===== src/rtl/rail_switch_seq.sv =====
// Power-gating rail switch sequencer: ramps switch banks on and off one step at a time, then waits for rail-good.
// Optional ON-state rail monitor enabled by defining RAIL_SWITCH_SEQ_MON_EN.
module rail_switch_seq #(
  parameter int NBANK       = 8,
  parameter int STEP_CYC    = 4,
  parameter int TIMEOUT_CYC = 64
) (
  input  logic             CLK,
  input  logic             RST,
  input  logic             PWR_REQ,
  input  logic             RAIL_OK,
  output logic [NBANK-1:0] SW,
  output logic             PWR_ACK,
  output logic             BUSY,
  output logic             FAULT
);

  localparam int TMAX = (STEP_CYC > TIMEOUT_CYC) ? STEP_CYC : TIMEOUT_CYC;
  localparam int TW   = (TMAX > 1) ? $clog2(TMAX) : 1;
  localparam logic [TW-1:0] STEP_LAST    = TW'(STEP_CYC - 1);
  localparam logic [TW-1:0] TIMEOUT_LAST = TW'(TIMEOUT_CYC - 1);

  typedef enum logic [2:0] {
    S_OFF, S_RAMP_UP, S_SETTLE, S_ON, S_RAMP_DN, S_FLT
  } state_t;

  state_t           r_state, w_stateNxt;
  logic [NBANK-1:0] r_sw, w_swNxt;
  logic [TW-1:0]    r_timer, w_timerNxt;
  logic             r_sync1, r_sync2;
  logic             r_ack, r_busy, r_fault;
  logic             w_ackNxt, w_busyNxt, w_faultNxt;
  logic             w_railOk;
  logic             w_stepDone;

  assign w_railOk   = r_sync2;
  assign w_stepDone = (r_timer == STEP_LAST);

`ifdef RAIL_SWITCH_SEQ_MON_EN
  logic r_monLow;

  always_ff @(posedge CLK) begin
    if (RST) r_monLow <= 1'b0;
    else     r_monLow <= (r_state == S_ON) && !w_railOk;
  end
`endif

  always_ff @(posedge CLK) begin
    if (RST) begin
      r_state <= S_OFF;
      r_sw    <= '0;
      r_timer <= '0;
      r_sync1 <= 1'b0;
      r_sync2 <= 1'b0;
      r_ack   <= 1'b0;
      r_busy  <= 1'b0;
      r_fault <= 1'b0;
    end else begin
      r_state <= w_stateNxt;
      r_sw    <= w_swNxt;
      r_timer <= w_timerNxt;
      r_sync1 <= RAIL_OK;
      r_sync2 <= r_sync1;
      r_ack   <= w_ackNxt;
      r_busy  <= w_busyNxt;
      r_fault <= w_faultNxt;
    end
  end

  // A PWR_REQ direction change is tested before timer expiry so it always wins.
  always_comb begin
    w_stateNxt = r_state;
    w_swNxt    = r_sw;
    w_timerNxt = r_timer + 1'b1;
    unique case (r_state)
      S_OFF: begin
        w_timerNxt = '0;
        if (PWR_REQ) begin
          w_stateNxt = S_RAMP_UP;
          w_swNxt    = NBANK'(1);
        end
      end
      S_RAMP_UP: begin
        if (!PWR_REQ) begin
          w_stateNxt = S_RAMP_DN;
          w_timerNxt = '0;
        end else if (w_stepDone) begin
          w_timerNxt = '0;
          if (&r_sw) w_stateNxt = S_SETTLE;
          else       w_swNxt    = r_sw | (r_sw + NBANK'(1));
        end
      end
      S_SETTLE: begin
        if (!PWR_REQ) begin
          w_stateNxt = S_RAMP_DN;
          w_timerNxt = '0;
        end else if (w_railOk) begin
          w_stateNxt = S_ON;
          w_timerNxt = '0;
        end else if (r_timer == TIMEOUT_LAST) begin
          w_stateNxt = S_FLT;
          w_swNxt    = '0;
          w_timerNxt = '0;
        end
      end
      S_ON: begin
        w_timerNxt = '0;
        if (!PWR_REQ) begin
          w_stateNxt = S_RAMP_DN;
        end
`ifdef RAIL_SWITCH_SEQ_MON_EN
        else if (!w_railOk && r_monLow) begin
          w_stateNxt = S_FLT;
          w_swNxt    = '0;
        end
`endif
      end
      S_RAMP_DN: begin
        if (PWR_REQ) begin
          w_stateNxt = S_RAMP_UP;
          w_timerNxt = '0;
        end else if (w_stepDone) begin
          w_timerNxt = '0;
          w_swNxt    = r_sw >> 1;
          if ((r_sw >> 1) == '0) w_stateNxt = S_OFF;
        end
      end
      S_FLT: begin
        w_swNxt    = '0;
        w_timerNxt = '0;
        if (!PWR_REQ) w_stateNxt = S_OFF;
      end
      default: begin
        w_stateNxt = S_OFF;
        w_swNxt    = '0;
        w_timerNxt = '0;
      end
    endcase
  end

  always_comb begin
    w_ackNxt   = (w_stateNxt == S_ON);
    w_busyNxt  = (w_stateNxt == S_RAMP_UP) || (w_stateNxt == S_SETTLE) ||
                 (w_stateNxt == S_RAMP_DN);
    w_faultNxt = (w_stateNxt == S_FLT);
  end

  assign SW      = r_sw;
  assign PWR_ACK = r_ack;
  assign BUSY    = r_busy;
  assign FAULT   = r_fault;

endmodule


===== config.mk =====
export PLATFORM = sky130hd
export DESIGN_NAME = rail_switch_seq
export DESIGN_NICKNAME = d
export VERILOG_FILES = /design/src/rtl/rail_switch_seq.sv
export SDC_FILE = /design/constraint.sdc
export NUM_CORES = 1
export LEC_CHECK = 0
export ABC_AREA = 1
export ABC_CLOCK_PERIOD_IN_PS = 1870
export BUFFER_PORTS_ARGS = -buffer_cell sky130_fd_sc_hd__buf_2
export CORE_UTILIZATION = 56
export CTS_BUF_LIST = sky130_fd_sc_hd__clkbuf_16
export CTS_CLUSTER_SIZE = 16
export DETAILED_ROUTE_END_ITERATION = 8
export HOLD_SLACK_MARGIN = 0.15
export PLACE_DENSITY = 0.89
export SLEW_MARGIN = 40
export SYNTH_ARGS = -nofsm -noshare
export SYNTH_HDL_FRONTEND = slang
export SYNTH_SLANG_ARGS = --single-unit

===== constraint.sdc =====
create_clock -name CLK -period 1.87 [get_ports CLK]
set_clock_uncertainty 0.2 [all_clocks]
set_input_delay 0.2805 -clock CLK [delete_from_list [all_inputs] [get_ports CLK]]
set_output_delay 0.2805 -clock CLK [all_outputs]
set_load 0.005 [all_outputs]

==> results.md <==
Worst setup path:
- The timing endpoint of the critical path is BUSY.
- The worst setup path is launched from a flop.
- The worst flop-to-flop path startpoint is SW[1].
- The endpoint of the worst-slack reg-to-reg timing path is BUSY.
- The arrival time of the worst setup path is 1.73 ns.
- The setup slack of the worst register-to-register path is 0.10 ns.
- The launch point of the critical path is SW[1].
- The largest driver fanout on the critical path is 4.
- The type of the worst setup path is flop to flop.
- The number of cell instances on the worst register-to-register path is 11.
- For the worst setup path, the data required time is 1.83 ns.
- The worst setup path is captured at a flop.

Synthesis:
- The mean post-synth cell area is 6.57 um2.
- The cell area after technology mapping is 1250 um2.
- The instance count of the mapped netlist is 190.
- Sorting the synthesized cells by area gives the leading types as dfxtp_1, nand2_1, nor2_1, inv_1, a21oi_1.
- The fraction of post-synthesis cell area in the top cell type by area is 35.3%.
- The dominant register cell in the synthesized netlist is dfxtp_1.
- The most instantiated library cell after synthesis is nand2_1.
- The number of flip-flops and latches in the synthesized netlist is 22.
- The count of yosys warnings during synthesis is 0.
- The synthesized design spends more area on one cell type than any other, namely dfxtp_1.
- After synthesis, the share of flip-flops with an asynchronous set or reset is 0%.
- The synthesized net count is 195.
- The number of flops mapped to enable cells by yosys is 0.
- The commonest cells after synthesis are nand2_1, nor2_1, dfxtp_1.
- After synthesis, the netlist uses 26 different library cells.
- Sequential elements use 35.3% of the synthesized area.

STA:
- Measured against its own limit, the worst slew margin works out to 76.9%.
- Timing would allow up to 565 MHz.
- Setup slack on the critical path of the routed design comes to 0.100 ns.
- The final critical-path share of the clock period is 94.6%.
- Adding up every negative setup slack in the final design gives 0 ns.
- The count of final setup violators is 0.
- After layout, the minimum clock period comes to 1.77 ns.
- For the pin with the worst max-slew slack, the measured transition is 0.345 ns.
- The count of final max-slew check failures is 0.
- The final hold violation count is 0.

Drt:
- The remaining antenna violation count after routing is 0.
- Summed over all layers, the routed wires come to 2.96 mm.
- The first-pass iteration count of the detailed router is 5.
- The number of DRC markers after the initial detailed-route iteration is 88.
- The detailed-route DRC error count is 0.
- After detailed routing, the number of vias per cell comes to 5.51.
- After detailed routing, the average wire length per cell comes to 12.3 um.
- Summing over every cut layer, the via total after detailed routing is 1322.

Power and ir drop:
- The standby leakage power is 0.000668 uW.
- For this design the ratio of total power to cell area is 767 nW/um2.
- VDD sags by at most 0.000610 V.

Layout:
- At the end of the flow, the number of nets in the layout was 219.
- After routing the design area is 1510 um2.
- Leaving out filler cells and counting taps, the final layout contains 240.
- The number of inserted diodes is 0.
- In the final layout, the multi-input gates occupy 749 um2.
- The area taken by flip-flops and latches is 444 um2.
- After filler insertion, the fill cell instance count of the layout stands at 140.
- The fraction of layout cells with a size suffix above 1 is 23.0%.
- The area growth from synthesis to layout is 21.2%.

Die:
- The die width is 49.2 um.
- After floorplanning, the core was divided into 16 placement rows.
- The number of I/O pins is 15.
- The core region area is 2020 um2.
- Measured along the y axis, the die boundary spans 49.2 um.
- The die covers 2420 um2.
- Once the floorplan was initialized, standard cells occupied 61.8% of the core.

Placement:
- The HPWL after detailed placement is 1.95 mm.
- The number of port buffers is 14.
- Once placement finished, the instance area stood at 1360 um2.
- The number of placed cells counting well taps is 232.
- The global placer's final weighted congestion is 0.914.
- OpenSTA, run right after detailed placement, puts the worst setup slack at -0.00293 ns.

Clock tree:
- The root buffer cell is clkbuf_16.
- The CTS clock-pin slew for the worst setup and hold paths is 0.06 ns.
- The H-tree depth is 1.
- The clock tree from TritonCTS is yes.
- No sink is reached through more buffers than the 2 on the longest clock path.
- The CTS buffer count is 3.
- The latest clock arrival within the worst-skew pair is 0.26 ns.
- The clock drives 22 sinks.
- The post-CTS repair timing setup buffer count is 0.

Status:
- The run finished with clean final reports.

Hold path:
- The tightest min-delay check is of the flop to flop type.

Global route:
- The via count of the first global-routing pass is 1205.
- For this run the aggregate overflow at the end of global routing stands at 0.
- The all-layer global routing usage is 26.9%.
- Entering global routing, the biggest net connects 13 pins.
- The first global-routing pass estimated 4.87 mm of wire.
- The initial antenna violation count is 0.

Job:
- The count of maximum capacitance violations is 0.
-- per-stage QoR --
step	hold slack, ns	power, uW	util, %
floorplan	0.150	642	-
global placement	0.195	688	67.3
detailed placement	0.205	693	67.3
CTS	0.210	1150	73.8
global route	0.216	1210	74.9
finish	0.206	1160	74.9
-- per-layer routing --
metal / part of all wire [%] / vias up / GRT usage (%)
li1: - / 647 / -
met1: 40 / 569 / 30.5
met2: 47 / 92 / 42.9
met3: 9.4 / 14 / 8.41
met4: 3.0 / 0 / 18.1
met5: 0 / - / 0
-- final cells by class --
type | count | area share [%]
clock buffer | 3 | 4.96
multi-input combinational | 143 | 49.5
timing repair buffer | 18 | 7.11
sequential | 22 | 29.3
tap | 27 | 2.23
inverter | 26 | 6.61
clock inverter | 1 | 0.248
-- logic make-up (layout without fill, tap and decap cells) --
group,count (synthesis),count (layout),share of synthesized area [%]
buf+inv,26,48,8.02
flops,22,22,35.3
compound gates,30,30,13.6
xor+xnor,4,4,2.81
fa+ha+maj,1,1,1.00
simple gates,107,108,39.3
-- flip-flops by register name, indices dropped and copies added, names as in the netlist --
name	count
BUSY	1
r_sync1	1
SW	8
r_state	3
r_timer	6
PWR_ACK	1
r_sync2	1
FAULT	1
-- layout by cell type (no fill, tap or decap), types with 2 or more instances in the layout --
| cell type | netlist | layout |
|---|---|---|
| clkinv_1 | 1 | 2 |
| o21ai_1 | 6 | 6 |
| inv_1 | 20 | 20 |
| dfxtp_1 | 22 | 19 |
| xor2_1 | 3 | 3 |
| dlygate4sd3_1 | 0 | 3 |
| nand3_1 | 10 | 9 |
| a21oi_2 | 3 | 3 |
| nor2_1 | 36 | 34 |
| nand3_2 | 2 | 3 |
| nor2_2 | 3 | 5 |
| nand2_2 | 5 | 5 |
| clkbuf_16 | 0 | 3 |
| o21ai_0 | 8 | 8 |
| inv_2 | 4 | 4 |
| nand2_1 | 44 | 43 |
| nor3_1 | 3 | 3 |
| dfxtp_2 | 0 | 3 |
| buf_2 | 0 | 14 |
| a21oi_1 | 10 | 10 |
-- how the worst min path moves through the flow --
stage          slack (ns)       to  startpoint  depth (start not counted)
2_1_floorplan        0.15    SW[7]         RST                          1
3_3_place_gp         0.20  r_sync2     r_sync1                          2
3_5_place_dp         0.21  r_sync2     r_sync1                          2
4_1_cts              0.21  r_sync2     r_sync1                          2
5_1_grt              0.22  r_sync2     r_sync1                          2
6_report             0.21  r_sync2     r_sync1                          2
-- report_power, final --
part / total (uW) / leakage [uW] / switching, uW / internal [uW]
Combinational: 185 / 0.000448 / 116 / 68.9
Sequential: 519 / 0.000181 / 26.3 / 493
Clock: 458 / 0.0000385 / 172 / 286
Total: 1160 / 0.000668 / 314 / 847
-- worst max-delay path, stage by stage (launching register included) --
cell and delay [ns]:
dfxtp_1 0.38, nand2_1 0.15, nor2_2 0.19, nand2_1 0.09
nor2_1 0.17, nand2_1 0.09, nand3_1 0.08, nand2_1 0.09
nand2_1 0.09, nand2_1 0.05, nand2_1 0.05, nor2_1 0.03
-- timing repair --
| action | CTS | global route |
|---|---|---|
| pin swaps | 3 | 2 |
| endpoints found under the hold margin | 6 | 0 |
| gates cloned | 1 | 0 |
| endpoints found under the setup margin | 5 | 12 |
| hold buffers | 3 | 0 |
| resized for setup | 2 | 8 |
Note: power is estimated with default switching activity, not from simulation.
